**src/rtl/pfb_cfg_seq.sv**
```systemverilog
// Config/GSR sequencer for a dff_slice bank: loads one 10-bit word per slice, holds GSR, then releases.
// Optional readback register built when PFB_CFG_READBACK_EN is defined.
module pfb_cfg_seq #(
   parameter  int NSLICE   = 4,
   parameter  int GSR_HOLD = 8,
   localparam int IW       = (NSLICE > 1) ? $clog2(NSLICE) : 1,
   localparam int CW       = (GSR_HOLD > 1) ? $clog2(GSR_HOLD) : 1
) (
   input  logic                 clk,
   input  logic                 gsrn,
   input  logic                 cfg_start,
   input  logic                 cfg_valid,
   output logic                 cfg_ready,
   input  logic [9:0]           cfg_wdata,
   output logic [NSLICE*10-1:0] cfg_bus,
   output logic                 slice_gsrn,
   output logic                 slice_gsrforce_n,
   output logic                 busy,
   output logic                 done,
   output logic                 restart_err,
   input  logic [IW-1:0]        rb_sel,
   output logic [9:0]           rb_data
);

   typedef enum logic [1:0] {S_IDLE, S_LOAD, S_HOLD, S_RUN} state_t;

   state_t                   state_q, state_d;
   logic [IW-1:0]            idx_q, idx_d;
   logic [CW-1:0]            cnt_q, cnt_d;
   logic                     expired_q, expired_d;
   logic [NSLICE-1:0][9:0]   bus_q, bus_d;
   logic                     ready_q, ready_d;
   logic                     gsr_q, gsr_d;
   logic                     busy_q, busy_d;
   logic                     done_q, done_d;
   logic                     rerr_q, rerr_d;

   always_comb begin
      state_d   = state_q;
      idx_d     = idx_q;
      cnt_d     = cnt_q;
      expired_d = expired_q;
      bus_d     = bus_q;
      rerr_d    = 1'b0;
      case (state_q)
         S_IDLE: begin
            idx_d = '0;
            if (cfg_start) state_d = S_LOAD;
         end
         S_LOAD: begin
            if (cfg_valid) begin
               bus_d[idx_q] = cfg_wdata;
               if (idx_q == IW'(NSLICE - 1)) begin
                  idx_d     = '0;
                  state_d   = S_HOLD;
                  cnt_d     = CW'(GSR_HOLD - 1);
                  expired_d = 1'b0;
               end else begin
                  idx_d = idx_q + IW'(1);
               end
            end
            // A restart still commits this cycle's word but overrides the move to HOLD.
            if (cfg_start) begin
               idx_d   = '0;
               rerr_d  = 1'b1;
               state_d = S_LOAD;
            end
         end
         S_HOLD: begin
            // Counter reaching 0 arms the exit; the move to RUN happens one cycle later.
            if (expired_q)          state_d   = S_RUN;
            else if (cnt_q == '0)   expired_d = 1'b1;
            else                    cnt_d     = cnt_q - CW'(1);
         end
         default: begin
            if (cfg_start) state_d = S_LOAD;
         end
      endcase
      ready_d = (state_d == S_LOAD);
      busy_d  = (state_d == S_LOAD) || (state_d == S_HOLD);
      done_d  = (state_d == S_RUN);
      gsr_d   = (state_d == S_RUN);
   end

   always_ff @(posedge clk or negedge gsrn) begin
      if (!gsrn) begin
         state_q   <= S_IDLE;
         idx_q     <= '0;
         cnt_q     <= '0;
         expired_q <= 1'b0;
         bus_q     <= '0;
         ready_q   <= 1'b0;
         gsr_q     <= 1'b0;
         busy_q    <= 1'b0;
         done_q    <= 1'b0;
         rerr_q    <= 1'b0;
      end else begin
         state_q   <= state_d;
         idx_q     <= idx_d;
         cnt_q     <= cnt_d;
         expired_q <= expired_d;
         bus_q     <= bus_d;
         ready_q   <= ready_d;
         gsr_q     <= gsr_d;
         busy_q    <= busy_d;
         done_q    <= done_d;
         rerr_q    <= rerr_d;
      end
   end

   assign cfg_bus          = bus_q;
   assign cfg_ready        = ready_q;
   assign slice_gsrn       = gsr_q;
   assign slice_gsrforce_n = gsr_q;
   assign busy             = busy_q;
   assign done             = done_q;
   assign restart_err      = rerr_q;

`ifdef PFB_CFG_READBACK_EN
   logic [9:0] rb_data_q, rb_data_d;

   always_comb begin
      rb_data_d = '0;
      if (32'(rb_sel) < NSLICE) rb_data_d = bus_q[rb_sel];
   end

   always_ff @(posedge clk or negedge gsrn) begin
      if (!gsrn) rb_data_q <= '0;
      else       rb_data_q <= rb_data_d;
   end

   assign rb_data = rb_data_q;
`else
   logic unused_rb_sel;
   assign unused_rb_sel = ^rb_sel;
   assign rb_data       = '0;
`endif

endmodule

```
**config.mk**
```make
export PLATFORM = sky130hd
export DESIGN_NAME = pfb_cfg_seq
export DESIGN_NICKNAME = d
export VERILOG_FILES = /design/src/rtl/pfb_cfg_seq.sv
export SDC_FILE = /design/constraint.sdc
export NUM_CORES = 1
export LEC_CHECK = 0
export CORE_MARGIN = 3
export CORE_UTILIZATION = 46
export DETAILED_ROUTE_END_ITERATION = 7
export PLACE_DENSITY = 0.86
export SLEW_MARGIN = 20
export SYNTH_ARGS = -nofsm -noshare
export SYNTH_HDL_FRONTEND = slang
export SYNTH_SLANG_ARGS = --single-unit
```
**constraint.sdc**
```tcl
create_clock -name clk -period 2.2 [get_ports clk]
set_input_delay 0.33 -clock clk [delete_from_list [all_inputs] [get_ports clk]]
set_output_delay 0.33 -clock clk [all_outputs]
set_load 0.03 [all_outputs]
```
==> results.tsv, run 1 <==
stage	metric	value	unit
synth	Synth Cell Area	2295	um2
setup_path	Startpoint Class	flip-flop	
floorplan	Ports	72	
detailed_routing	Routed WL per cell	14.38	um
synth	sequential area share after synthesis	56.71	%
global_route	number of global-route vias before repair	1488	
synth	Yosys cell types	29	
setup_path	arrival time worst endpoint	2.11	ns
synth	Synth top area share	56.71	%
clock_network	post-CTS sizing	0	
layout	Diodes inserted	0	
synth	YS warnings	0	
floorplan	Initial Utilization	47.95	%
timing	RSZ-0062 raised after global routing	no	
clock_network	H-tree levels	2	
timing	Slew HR	60.67	%
floorplan	num rows	25	
layout	Cell Count, Final, Fillers Out	296	
clock_network	CTS Buffer Depth	2	
synth	synth top area cells	dfrtp_1, mux2_2, ha_1, buf_4, inv_1	
clock_network	Post-CTS Setup Bufs	0	
clock_network	CTS tree	done	
place	Placer Congestion	0.7424	
detailed_routing	WL final	4.255	mm
min_path	Hold Crit Class	input pin to async pin	
power	Final Power	0.004695	W
synth	Async S/R FF share, synth	100.0	%
global_route	initial antenna violation count	0	
power	Combinational Power Share	52.1	%
timing	final period utilization	85.28	%
setup_path	crit path max fanout	9	
power	P_sw	0.001846	W
timing	fmax	533.0	MHz
synth	Synth Instances	164	
synth	number of synthesized flops with an enable pin	0	
place	Inst Count DP	288	
global_route	GR Overflow Total	0	
synth	count leader, synth	dfrtp_1	
layout	cell area after layout	3038	um2
global_route	first-pass GRT wire length	7.107	mm
setup_path	Worst Setup End Kind	flip-flop	
layout	Core Util, Final	63.48	%
timing	endpoints failing setup	0	
detailed_routing	initial DRC count	46	
power	Cell Int Power	0.002848	W
synth	Synth Flop Type	dfrtp_1	
power	P_leak	1.345	nW
synth	Seq cells post-synth	52	
detailed_routing	Detailed Routing Iterations Pass 1	4	
detailed_routing	average vias per placed instance	4.902	
power	Clock power frac	13.7	%
run_status	status	finished clean	
layout	final-stage net count	255	
power	Reg power frac	34.3	%
layout	layout cells sized above 1	24.89	%
setup_path	critical path class	flip-flop to flip-flop	
layout	P&R area growth vs syn	32.39	%
clock_network	CTS Buf Count	5	
detailed_routing	total number of vias	1451	
timing	Worst Skew	0.009844	ns
power	PwrDens	1545	nW/um2
timing	Slew @ Worst Pin	0.5900	ns
global_route	pin count of the biggest net entering global routing	28	
synth	synth cell count leaders	dfrtp_1, mux2_2, buf_4	
floorplan	Die Footprint	5872	um2
power	Max VDD drop	0.0009250	V
clock_network	Root Buffer	clkbuf_8	
detailed_routing	Routed Antenna Nets	0	
layout	fillers	372	
floorplan	Die H	76.63	um
clock_network	clk slew on worst S/H paths	0.10	ns
place	placed cell area	2927	um2
clock_network	hold buffers post-CTS	0	
synth	Synth Area per Inst	13.99	um2
job	MaxCap Viol Count	0	
clock_network	total clock sinks	52	
timing	setup TNS	0	ns
power	Net Sw Frac	39.32	%
place	Post-DP HPWL	3.190	mm
timing	Min Clock Period, post-route	1.876	ns
timing	final hold vios	0	
detailed_routing	number of remaining DRC errors	0	
place	Port Buffer Count	59	
floorplan	Core Region	4786	um2
global_route	GRT Util Overall	15.17	%
floorplan	Die Wd	76.63	um
synth	Yosys top cell by area	dfrtp_1	
setup_path	Data required, critical path	2.44	ns
timing	Max Slew Vio Count	0	
clock_network	Worst-Skew Late Latency	0.30	ns
flip-flops by register name, indices dropped and copies added, names as in the netlist:
register	flops
restart_err	1
idx_q	2
state_q	2
done	1
busy	1
cfg_bus	40
cfg_ready	1
expired_q	1
cnt_q	3
layout make-up:
| type | instances | area (um2) | share of cell area, % |
|---|---|---|---|
| clock buffer | 6 | 72.57 | 2.389 |
| inverter | 10 | 37.54 | 1.236 |
| sequential | 52 | 1301 | 42.83 |
| clock inverter | 2 | 38.79 | 1.277 |
| tap | 67 | 83.83 | 2.759 |
| timing repair buffer | 63 | 628.1 | 20.68 |
| multi-input combinational | 96 | 875.8 | 28.83 |
cell families (layout without fill, tap and decap cells):
group                    count (synthesis)  count (layout)  synth area share (%)
buffers and inverters                   25              81                 6.597
flip-flops                              52              52                 56.71
other                                    1              10                0.1634
AO/OA/AOI/OAI                           20              20                 6.325
AND/OR/NAND/NOR                         15              15                 4.581
adder cells (fa/ha/maj)                 11              11                 5.998
multiplexers                            40              40                 19.63
final timing paths:
path	to	cells after the start	from	slack [ns]
worst max-delay path	busy$_DFF_PN0_	7	state_q[1]$_DFF_PN0_	0.32
worst min-delay path	cfg_bus[14]$_DFFE_PN0P_	1	gsrn	0.02
worst max register to register	busy$_DFF_PN0_	7	state_q[1]$_DFF_PN0_	0.32
min in group clk	cfg_bus[9]$_DFFE_PN0P_	1	cfg_bus[9]$_DFFE_PN0P_	0.51
worst min register to register	cfg_bus[9]$_DFFE_PN0P_	1	cfg_bus[9]$_DFFE_PN0P_	0.51
max in group asynchronous	cfg_bus[9]$_DFFE_PN0P_	2	gsrn	1.63
layer usage:
layer | up-vias | share of wire (%) | global-route usage, %
li1 | 683 | - | -
met1 | 721 | 43 | 18.62
met2 | 42 | 51 | 26.45
met3 | 5 | 5.4 | 3.783
met4 | 0 | 0.82 | 4.348
met5 | - | 0 | 0
power groups by stage:
stage / Sequential [W] / Clock (W) / Combinational [W]
CTS: 0.00162 / 0.000658 / 0.00247
global route: 0.00167 / 0.000689 / 0.00259
global placement: 0.00161 / 0 / 0.00242
detailed placement: 0.00163 / 0 / 0.00247
finish: 0.00161 / 0.000641 / 0.00244
floorplan: 0.00236 / 0 / 0.000742
placed cells by master (no fill, tap or decap):
cell type         n
o31ai_1           1
a2bb2oi_1         1
o21ai_0           7
nand3_1           1
ha_1             11
buf_4             3
nand4b_1          1
a22o_1            1
clkbuf_1          1
nand2_1           2
o22a_2            1
and2_1            1
clkdlybuf4s50_1  58
clkbuf_8          5
nor2b_1           1
buf_2             1
nand2b_1          2
or4b_1            1
a21boi_4          1
o21a_1            3
o32ai_1           1
nor3_1            2
a21oi_1           2
inv_1            10
conb_1           10
inv_6             1
a21boi_1          1
buf_12            1
bufinv_16         1
dfrtp_1          52
a211oi_1          1
nand3_2           3
nor4b_1           1
mux2_2           40
per-stage QoR:
stage / hold WS, ns / setup slack (ns)
2_1_floorplan: 0.03441 / 0.5162
3_3_place_gp: 0.3668 / 0.2958
3_5_place_dp: 0.3680 / 0.2742
4_1_cts: 0.04348 / 0.2903
5_1_grt: 0.05637 / 0.1147
6_report: 0.02451 / 0.3239
worst max-delay path: stages (launching register included):
cell,delay (ns)
dfrtp_1,0.40
inv_1,0.09
ha_1,0.36
and2_1,0.21
a211oi_1,0.05
o21ai_0,0.37
ha_1,0.30
inv_1,0.05
No activity file was read; power rests on OpenSTA's default activity.
==> run 2, diff against run 1 <==
- CAP_MARGIN: unset -> 30
- CORE_UTILIZATION: 46 -> 29
- PLACE_DENSITY: 0.86 -> unset
==> run 2 against run 1 <==
Compared with the run above:
- worst setup slack gained 0.097 ns
- flip-flop and latch count did not move
- clock skew decreased by 0.0053 ns
- hold slack better by 0.33 ns
- count of clock-buffer cells in the layout unchanged
- largest power group unchanged
==> results.tsv, run 2 (same netlist as run 1, synthesis figures left out) <==
stage	metric	value	unit
timing	Final Worst Setup Slack	0.4210	ns
global_route	GR Overflow Total	0	
setup_path	critical path class	flip-flop to flip-flop	
floorplan	Initial Utilization	30.81	%
timing	final period utilization	80.86	%
layout	number of flip-flops in the largest register	40	
job	MaxCap Viol Count	0	
setup_path	crit path max fanout	8	
global_route	initial antenna violation count	0	
detailed_routing	total number of vias	1415	
layout	multi-input logic area	875.8	um2
timing	Min Clock Period, post-route	1.779	ns
layout	P&R area growth vs syn	33.59	%
power	P_sw	0.001864	W
floorplan	Core Region	7447	um2
min_path	Hold Crit Class	input pin to async pin	
detailed_routing	number of remaining DRC errors	0	
power	P_leak	1.335	nW
timing	final hold vios	0	
clock_network	Root Buffer	clkbuf_8	
place	Port Buffer Count	59	
timing	Max Slew Vio Count	0	
floorplan	Ports	72	
clock_network	post-CTS sizing	0	
power	Combinational Power Share	53.3	%
layout	fillers	730	
timing	setup TNS	0	ns
clock_network	Worst-Skew Late Latency	0.30	ns
detailed_routing	Routed WL per cell	14.36	um
detailed_routing	Routed Antenna Nets	0	
power	Clock power frac	11.9	%
timing	Hold Slack	0.3537	ns
clock_network	clk slew on worst S/H paths	0.09	ns
timing	Worst Skew	0.004533	ns
clock_network	H-tree levels	2	
floorplan	Die Wd	94.96	um
layout	commonest non-fill, non-tap cells in the layout	clkdlybuf4s50_1, dfrtp_1, mux2_2, ha_1	
clock_network	CTS tree	done	
detailed_routing	Detailed Routing Iterations Pass 1	4	
clock_network	total clock sinks	52	
power	Reg power frac	34.8	%
detailed_routing	initial DRC count	55	
clock_network	Post-CTS Setup Bufs	0	
power	Max VDD drop	0.0006397	V
floorplan	num rows	31	
timing	fmax	562.1	MHz
clock_network	CTS Buf Count	5	
place	pre-CTS setup slack	0.1724	ns
power	Net Sw Frac	40.59	%
floorplan	Die H	94.96	um
layout	final-stage net count	256	
run_status	status	finished clean	
global_route	number of global-route vias before repair	1512	
global_route	GRT Util Overall	11.15	%
timing	RSZ-0062 raised after global routing	no	
power	Cell Int Power	0.002729	W
layout	Diodes inserted	0	
place	Placer Congestion	0.6846	
clock_network	hold buffers post-CTS	1	
setup_path	Startpoint Class	flip-flop	
place	Post-DP HPWL	3.230	mm
setup_path	arrival time worst endpoint	1.99	ns
clock_network	CTS Buffer Depth	2	
layout	commonest non-fill, non-tap cell in the layout	clkdlybuf4s50_1	
power	PwrDens	1499	nW/um2
detailed_routing	WL final	4.724	mm
detailed_routing	average vias per placed instance	4.301	
global_route	pin count of the biggest net entering global routing	50	
power	Final Power	0.004594	W
timing	endpoints failing setup	0	
setup_path	Data required, critical path	2.41	ns
layout	Core Util, Final	41.16	%
layout	layout cells sized above 1	24.78	%
floorplan	Die Footprint	9016	um2
global_route	first-pass GRT wire length	7.583	mm
layout	FF+latch area	1301	um2
setup_path	Worst Setup End Kind	flip-flop	
## run 2: changes by cell type in the layout (fill, tap and decap cells not counted)
cell           previous run  this run
bufinv_16                 1         0
clkinv_4                  0         1
dlygate4sd3_1             0         1
clkinvlp_4                0         1
inv_6                     1         0
## run 2: cell type report
type / count / area share (%)
timing repair buffer: 64 / 20.82
inverter: 10 / 1.224
clock inverter: 2 / 0.5306
tap: 99 / 4.041
clock buffer: 6 / 2.367
sequential: 52 / 42.45
multi-input combinational: 96 / 28.57
## run 2: worst max-delay path, cell delays in order, from the launching register on
cell     delay [ns]
dfrtp_1        0.40
inv_1          0.08
ha_1           0.21
buf_4          0.19
nand3_1        0.12
o21a_1         0.22
o21a_1         0.17
ha_1           0.26
inv_1          0.03
## run 2: final timing paths
path                                             start                      end  slack, ns  cells after the start
worst max-delay path              state_q[1]$_DFF_PN0_           busy$_DFF_PN0_       0.42                      8
worst min-delay path                              gsrn           done$_DFF_PN0_       0.35                      2
worst max register to register    state_q[1]$_DFF_PN0_           busy$_DFF_PN0_       0.42                      8
worst min register to register  cfg_bus[5]$_DFFE_PN0P_   cfg_bus[5]$_DFFE_PN0P_       0.51                      1
max in group asynchronous                         gsrn  cfg_bus[34]$_DFFE_PN0P_       1.38                      3
min in group clk                cfg_bus[5]$_DFFE_PN0P_   cfg_bus[5]$_DFFE_PN0P_       0.51                      1
## run 2: metal layers
layer / track usage [%] / wire length (um) / up-vias
met4: 3.966 / 57 / 0
met2: 16.44 / 2094 / 44
met1: 14.71 / 2185 / 692
li1: - / - / 673
met5: 0 / 0 / -
met3: 4.542 / 386 / 6
## run 2: metrics by stage
stage	area, um2	std cells
3_3_place_gp	2967	320
6_report	3065	329
3_5_place_dp	2967	320
2_1_floorplan	2328	173
5_1_grt	3065	329
4_1_cts	3065	329
## run 2: power groups by stage
| stage | sequential (W) | combinational, W | clock, W |
|---|---|---|---|
| finish | 0.00160 | 0.00245 | 0.000545 |
| global route | 0.00167 | 0.00261 | 0.000627 |
| CTS | 0.00161 | 0.00248 | 0.000580 |
| detailed placement | 0.00162 | 0.00247 | 0 |
| global placement | 0.00161 | 0.00245 | 0 |
| floorplan | 0.00236 | 0.000742 | 0 |
==> run 3, diff against run 2 <==
- clock period: 2.2 -> 1.7 ns (I/O delays scaled with it)
==> run 3 against run 2 <==
Compared with the run above:
- register-to-register slack worse by 0.35 ns
- total power grew 33%
- clock skew up 0.0015 ns
==> results.tsv, run 3 (same netlist as run 1, synthesis figures left out) <==
stage	metric	value	unit
run_status	status	finished clean	
layout	layout cells sized above 1	30.42	%
setup_path	Buf+Inv Stages, Crit Path	2	
layout	Core Util, Final	42.81	%
global_route	pin count of the biggest net entering global routing	53	
timing	endpoints failing setup	0	
setup_path	cell family with the largest share of critical-path delay	adder cells	
clock_network	total clock sinks	52	
global_route	GR Overflow Total	0	
layout	P&R area growth vs syn	38.93	%
place	Port Buffer Count	59	
timing	RSZ-0062 raised after global routing	yes	
layout	number of flip-flops in the largest register	40	
setup_path	Slowest cell on crit path	dfrtp_1	
place	Placer Congestion	0.7305	
power	Max VDD drop	0.0009739	V
floorplan	Die H	94.96	um
clock_network	CTS tree	done	
setup_path	Startpoint Class	flip-flop	
timing	Min Clock Period, post-route	1.631	ns
clock_network	Worst-Skew Late Latency	0.30	ns
global_route	initial antenna violation count	0	
setup_path	critical path class	flip-flop to flip-flop	
detailed_routing	initial DRC count	30	
place	Post-DP HPWL	3.267	mm
setup_path	Cell Chain, Critical Path	inv_1, ha_2, nand3_1, o21a_1, o21a_1, ha_1, inv_1	
clock_network	Root Buffer	clkbuf_8	
place	placed cell area	3032	um2
floorplan	Die Footprint	9016	um2
clock_network	CTS Buf Count	5	
detailed_routing	Routed Antenna Nets	0	
power	Final Power	0.006107	W
global_route	GRT Util Overall	10.85	%
floorplan	Die Wd	94.96	um
setup_path	crit-path max cell delay	0.40	ns
layout	Diodes inserted	0	
layout	final-stage net count	266	
floorplan	Core Region	7447	um2
detailed_routing	WL final	4.648	mm
setup_path	arrival time worst endpoint	1.83	ns
place	pre-CTS setup slack	-0.07911	ns
timing	Max Slew Vio Count	0	
timing	fmax	613.3	MHz
power	PwrDens	1915	nW/um2
layout	commonest non-fill, non-tap cell in the layout	clkdlybuf4s50_1	
detailed_routing	Routed WL per cell	13.71	um
layout	cell area after layout	3188	um2
detailed_routing	Detailed Routing Iterations Pass 1	4	
detailed_routing	number of remaining DRC errors	0	
detailed_routing	average vias per placed instance	4.363	
layout	commonest non-fill, non-tap cells in the layout	clkdlybuf4s50_1, dfrtp_1, mux2_2, buf_4, conb_1	
timing	final period utilization	95.92	%
setup_path	crit path max fanout	6	
clock_network	H-tree levels	2	
timing	Worst Skew	0.006061	ns
job	MaxCap Viol Count	0	
timing	Final Worst Setup Slack	0.06943	ns
global_route	first-pass GRT wire length	7.521	mm
power	P_leak	1.383	nW
clock_network	CTS Buffer Depth	2	
setup_path	Data required, critical path	1.90	ns
floorplan	Ports	72	
floorplan	num rows	31	
clock_network	clk slew on worst S/H paths	0.10	ns
detailed_routing	total number of vias	1479	
floorplan	Initial Utilization	30.81	%
setup_path	Worst Setup End Kind	flip-flop	
timing	final hold vios	0	
min_path	Hold Crit Class	input pin to async pin	
global_route	number of global-route vias before repair	1520	
## run 3: metrics by stage
step | hold WS (ns) | setup TNS [ns] | std cells
3_3_place_gp | 0.2737 | -0.5295 | 327
6_report | 0.4516 | 0 | 339
4_1_cts | 0.4672 | 0 | 337
2_1_floorplan | -0.04059 | 0 | 173
5_1_grt | 0.5084 | -0.03445 | 339
3_5_place_dp | 0.2748 | -0.8621 | 327
## run 3: layout make-up
cell class                 instances  area [um2]
inverter                          10       37.54
sequential                        52        1301
timing repair buffer              74       725.7
multi-input combinational         96       910.9
tap                               99       123.9
fill                             726        4259
clock buffer                       6       72.57
clock inverter                     2       16.27
## run 3: timing repair
item | CTS | global route
gates cloned | 0 | 0
hold buffers | 1 | 0
pin swaps | 0 | 0
setup buffers | 1 | 2
resized for setup | 2 | 6
endpoints found under the hold margin | 52 | 0
endpoints found under the setup margin | 11 | 11
## run 3: report_power, final
part / internal (W) / switching [W] / total (W)
registers: 0.00179 / 0.000292 / 0.00208
logic: 0.00157 / 0.00175 / 0.00332
clock network: 0.000294 / 0.000415 / 0.000709
total: 0.00365 / 0.00245 / 0.00611
## run 3: path summary, 6_finish.rpt
path | start | to | slack (ns) | cells after the start
min in group clk | cfg_bus[29]$_DFFE_PN0P_ | cfg_bus[29]$_DFFE_PN0P_ | 0.51 | 1
worst max-delay path | state_q[1]$_DFF_PN0_ | busy$_DFF_PN0_ | 0.07 | 7
worst min register to register | cfg_bus[29]$_DFFE_PN0P_ | cfg_bus[29]$_DFFE_PN0P_ | 0.51 | 1
worst min-delay path | gsrn | cfg_ready$_DFF_PN0_ | 0.45 | 3
worst max register to register | state_q[1]$_DFF_PN0_ | busy$_DFF_PN0_ | 0.07 | 7
max in group asynchronous | gsrn | cfg_bus[18]$_DFFE_PN0P_ | 0.99 | 3
## run 3: layer usage
metal  vias up  routed length, um  track usage, %
li1        695                  -               -
met1       740               2177           15.15
met2        40               2074           14.97
met3         4                356           4.223
met4         0                 38           4.327
met5         -                  0               0
## run 3: worst reg2reg max path: stages (launching register included)
cell     delay [ns]
dfrtp_1        0.40
inv_1          0.11
ha_2           0.24
nand3_1        0.11
o21a_1         0.21
o21a_1         0.17
ha_1           0.27
inv_1          0.03
